==> src/rtl/muldiv_seq.sv <==
// Sequential multiply/divide unit: a fixed-latency multiply and a WIDTH-step
// restoring divide, with the results in hi/lo and an abort input (flush).
module muldiv_seq #(
  parameter int WIDTH   = 32,
  parameter int MUL_LAT = 4
) (
  input  logic             clk,
  input  logic             rst_n,
  input  logic             start,
  input  logic [1:0]       op,
  input  logic [WIDTH-1:0] X,
  input  logic [WIDTH-1:0] Y,
  input  logic             flush,
  output logic             busy,
  output logic             done,
  output logic [WIDTH-1:0] hi,
  output logic [WIDTH-1:0] lo,
  output logic             div_by_zero
);
  localparam int CW = $clog2(WIDTH + 1);

  typedef enum logic [1:0] {IDLE, MUL, DIV, SIGN} state_t;

  state_t               r_state, w_nxt;
  logic [CW-1:0]        r_cnt;
  logic [WIDTH-1:0]     r_x, r_y, r_quo, r_rem;
  logic                 r_sgn, r_dbz, r_qneg, r_rneg, r_done, r_dz;
  logic                 w_accept, w_complete;
  logic [2*WIDTH-1:0]   w_xe, w_ye, w_prod;
  logic [WIDTH:0]       w_sh, w_sub;
  logic [WIDTH-1:0]     w_xabs, w_yabs;

  assign w_xe   = {{WIDTH{r_sgn & r_x[WIDTH-1]}}, r_x};
  assign w_ye   = {{WIDTH{r_sgn & r_y[WIDTH-1]}}, r_y};
  assign w_prod = w_xe * w_ye;

  // One restoring step: shift the next dividend bit into the partial remainder.
  assign w_sh  = {r_rem, r_quo[WIDTH-1]};
  assign w_sub = w_sh - {1'b0, r_y};

  assign w_xabs = (op[0] && X[WIDTH-1]) ? -X : X;
  assign w_yabs = (op[0] && Y[WIDTH-1]) ? -Y : Y;

  always_ff @(posedge clk or negedge rst_n) begin
    if (!rst_n) r_state <= IDLE;
    else        r_state <= w_nxt;
  end

  always_comb begin
    w_nxt = r_state;
    if (flush) w_nxt = IDLE;
    else begin
      case (r_state)
        IDLE:    if (start) w_nxt = !op[1] ? MUL : ((Y == '0) ? SIGN : DIV);
        MUL:     if (r_cnt == CW'(MUL_LAT - 1)) w_nxt = IDLE;
        DIV:     if (r_cnt == CW'(WIDTH - 1)) w_nxt = SIGN;
        SIGN:    w_nxt = IDLE;
        default: w_nxt = IDLE;
      endcase
    end
  end

  always_comb begin
    busy       = (r_state != IDLE);
    w_accept   = (r_state == IDLE) && start && !flush;
    w_complete = !flush && (((r_state == MUL) && (r_cnt == CW'(MUL_LAT - 1))) ||
                            (r_state == SIGN));
  end

  assign done        = r_done;
  assign div_by_zero = r_dz;

  always_ff @(posedge clk or negedge rst_n) begin
    if (!rst_n) begin
      r_cnt  <= '0;
      r_x    <= '0;
      r_y    <= '0;
      r_quo  <= '0;
      r_rem  <= '0;
      r_sgn  <= 1'b0;
      r_dbz  <= 1'b0;
      r_qneg <= 1'b0;
      r_rneg <= 1'b0;
      r_done <= 1'b0;
      r_dz   <= 1'b0;
      hi     <= '0;
      lo     <= '0;
    end else begin
      r_done <= w_complete;
      if (w_accept) begin
        // Divides keep magnitudes; the sign fix-up happens in SIGN.
        r_x    <= X;
        r_y    <= op[1] ? w_yabs : Y;
        r_quo  <= w_xabs;
        r_rem  <= '0;
        r_cnt  <= '0;
        r_sgn  <= op[0];
        r_dbz  <= op[1] && (Y == '0);
        r_qneg <= op[0] & (X[WIDTH-1] ^ Y[WIDTH-1]);
        r_rneg <= op[0] & X[WIDTH-1];
        r_dz   <= 1'b0;
      end else if (!flush) begin
        case (r_state)
          MUL: r_cnt <= r_cnt + 1'b1;
          DIV: begin
            r_cnt <= r_cnt + 1'b1;
            if (!w_sub[WIDTH]) begin
              r_rem <= w_sub[WIDTH-1:0];
              r_quo <= {r_quo[WIDTH-2:0], 1'b1};
            end else begin
              r_rem <= w_sh[WIDTH-1:0];
              r_quo <= {r_quo[WIDTH-2:0], 1'b0};
            end
          end
          default: ;
        endcase
      end
      if (w_complete) begin
        if (r_state == MUL) begin
          {hi, lo} <= w_prod;
        end else if (r_dbz) begin
          hi   <= r_x;
          lo   <= '1;
          r_dz <= 1'b1;
        end else begin
          lo <= r_qneg ? -r_quo : r_quo;
          hi <= r_rneg ? -r_rem : r_rem;
        end
      end
    end
  end
endmodule

==> config.mk <==
export PLATFORM = sky130hd
export DESIGN_NAME = muldiv_seq
export DESIGN_NICKNAME = d
export VERILOG_FILES = /design/src/rtl/muldiv_seq.sv
export SDC_FILE = /design/constraint.sdc
export NUM_CORES = 2
export LEC_CHECK = 0
export CAP_MARGIN = 20
export CORE_ASPECT_RATIO = 0.5
export CORE_MARGIN = 3
export CORE_UTILIZATION = 30
export DETAILED_ROUTE_END_ITERATION = 12
export DONT_BUFFER_PORTS = 1
export PLACE_DENSITY = 0.54
export REMOVE_ABC_BUFFERS = 1
export SLEW_MARGIN = 30
export SYNTH_ARGS = -nofsm -noshare
export SYNTH_HDL_FRONTEND = slang
export SYNTH_SLANG_ARGS = --single-unit
==> constraint.sdc <==
create_clock -name clk -period 23.1 [get_ports clk]
set_input_delay 3.465 -clock clk [delete_from_list [all_inputs] [get_ports clk]]
set_output_delay 3.465 -clock clk [all_outputs]
set_load 0.02 [all_outputs]
==> metrics.txt <==
top cell type's share of synthesized area 0.435; Synth Instances 5909; YS warnings 0; DR pass1 iterations 5; Core ar. 0.171 sq mm; FMAX 105 MHz; TNS Setup 0 ns; Post-synth EDFFs 0; Layout Nets 7102; hold path cells 2; Seq cells post-synth 206; CTS sink cnt 206; Crit. End Element flip-flop; starting density of the core 0.303; crit start category flip-flop; Syn-to-layout area delta 6.04%; CTS buffer count 29; DRT Wirelength 169 mm; Pins Over Slew Limit 0; CTS tree built; pin count of the biggest net entering global routing 207; slew margin rel. 0.298; Hold Buf Count CTS 0; Antenna Nets Post-Route 0; Root Buffer Master clkbuf_16; clk slew on worst S/H paths 0.06 ns; Hold Path Sink r_x[2]$_DFFE_PN0P_; DR vias 39300; post-CTS sizing 0; CTS max path bufs 3; Avg Inst Size Synth 8.76 sq um; Total GRT Usage 0.192; Critical Path RT 23.60 ns; WS Path Type reg -> reg; Hold Fails Final Rpt 0; RSZ-0062 raised after global routing false; Die H 300 um; R2R depth 28; Initial DRC Count 2761; fin util 0.321; FF-to-FF Start r_sgn$_DFFE_PN0P_; Die Width 594 um; synth top area cells fa_1 (44%), dfrtp_1 (10%), inv_1 (8.6%); setup violators final 0; status complete, no violations; IO Pins 137; Post-route DRC 0; Worst R2R Setup Slack 13.54 ns; Remaining Overflow, GRT 0; most common cell after layout, fill and taps aside inv_1; clk_lat worst skew 0.64 ns; Seq/Total Area, Yosys 0.0995; Worst Path Max Fanout 22; CP max stage delay 0.95 ns; Routed WL per cell 21.2 um; die area 0.178 sq mm; fraction of synthesis flops using an asynchronous set or reset pin 1.00; post-CTS setup buffer count 0; hold_sp r_x[2]$_DFFE_PN0P_; Final period util 0.414; largest area contributor in the netlist fa_1; Vias/cell 4.94; GP Congestion 0.940; reg-to-reg endpoint hi[31]$_DFFE_PN0P_; fraction of layout instances using a drive strength above 1 0.0337; Core Rows 107; Synth Flop Type dfrtp_1; clk_skew 0.0316 ns; most frequent cells in the layout inv_1 (1185), fa_1 (1126), nand2_1 (1030); slowest cell on the critical path fa_1; Tightest Hold Check Type reg -> reg; worst slew pin tran 1.05 ns; post-synthesis cell type count 78; first-pass GRT wire length 262 mm; mapped cell area 0.0518 sq mm; dpl hpwl 126 mm; CP arrival 10.06 ns; number of max-cap violations 0; vias in the first global route 41600; Max H-tree Level 1; crit path time final 9.56 ns; initial antenna violation count 2; Port Buffer Count 0
-- cells by family after synthesis --
logic type | Yosys count | share of synthesized area
simple gates | 1832 | 0.162
buf+inv | 1556 | 0.114
fa+ha+maj | 1379 | 0.496
compound gates | 690 | 0.0849
xor+xnor | 217 | 0.0367
flops | 206 | 0.0995
mux | 29 | 0.00570
-- layer usage --
| layer | share of wire | wire length, um | track usage | vias to the layer above |
|---|---|---|---|---|
| li1 | - | - | - | 17300 |
| met1 | 0.41 | 69200 | 0.245 | 20600 |
| met2 | 0.49 | 82300 | 0.331 | 1126 |
| met3 | 0.056 | 9420 | 0.0219 | 281 |
| met4 | 0.047 | 7940 | 0.0775 | 0 |
| met5 | 0 | 0 | 0 | - |
-- cell usage after synthesis (5+ instances only) --
cell type  number
xnor2_1       115
nand4_1        25
nor4_1         18
o21ai_0       185
buf_2           6
nor3b_1         5
o22ai_1        13
a31oi_1        58
nor2b_1        16
dfrtp_1       206
fa_1         1126
o31ai_1        32
nor2_1        195
clkbuf_8        5
and2_1        348
a2111oi_0       5
a221oi_1       25
nand2b_1       21
ha_1          253
a221o_1         5
a21o_1         79
or3_1          16
clkbuf_1      350
nand3b_1        6
or4_1          10
or2_2          16
a21oi_1       173
a211oi_1       18
inv_1        1185
xor2_1        102
o41ai_1        11
mux2i_1        25
and3_1         47
o21bai_1       14
o211ai_1       10
nor3_1         27
nand3_1        38
buf_1           5
nand2_1      1030
o21a_1         10
-- critical path: cells and delay by family, from the launching register on --
family	cells	cell delay [ns]
adders and majority gates	9	4.81
AOI/OAI and AO/OA	7	1.71
buffers and inverters	9	1.56
and+or+nand+nor	3	1.03
DFF	1	0.32
-- sequential cells by signal (all words and copies together) (netlist names) --
signal and count:
r_qneg 1, done 1, r_y 32, lo 32, r_state 2, r_quo 32, hi 32, r_sgn 1
r_x 32, r_dbz 1, r_rem 32, r_cnt 6, div_by_zero 1, r_rneg 1
-- final cells by class --
class	count	area (sq um)
fill	18100	116000
multi-input combinational	4147	40800
sequential	206	5160
inverter	1185	4450
tap	2289	2860
clock buffer	34	754
timing repair buffer	84	638
clock inverter	20	275
antenna	1	2.50
-- worst max-delay path by stage --
| stage | startpoint | to | slack (ns) | cells after the start |
|---|---|---|---|---|
| after floorplan | r_x[31]$_DFFE_PN0P_ | hi[31]$_DFFE_PN0P_ | 14.58 | 27 |
| after global placement | r_sgn$_DFFE_PN0P_ | hi[31]$_DFFE_PN0P_ | 13.69 | 28 |
| after detailed placement | r_sgn$_DFFE_PN0P_ | hi[31]$_DFFE_PN0P_ | 13.63 | 28 |
| after CTS | r_sgn$_DFFE_PN0P_ | hi[31]$_DFFE_PN0P_ | 13.59 | 28 |
| after global routing | r_sgn$_DFFE_PN0P_ | hi[31]$_DFFE_PN0P_ | 12.99 | 28 |
| final | r_sgn$_DFFE_PN0P_ | hi[31]$_DFFE_PN0P_ | 13.54 | 28 |
-- through the flow --
stage	worst slack (ns)	cells	hold WS [ns]	instance area [sq um]
floorplan	14.58	5538	0.500	50300
global placement	13.69	7911	0.464	53900
detailed placement	13.63	7911	0.467	53900
CTS	13.59	7965	0.483	54900
global route	12.99	7965	0.492	54900
finish	13.54	7966	0.485	54900
Power is left out: the tool's default activity adds up to more than one toggle a clock period on the data nets, which glitch-free logic cannot reach.
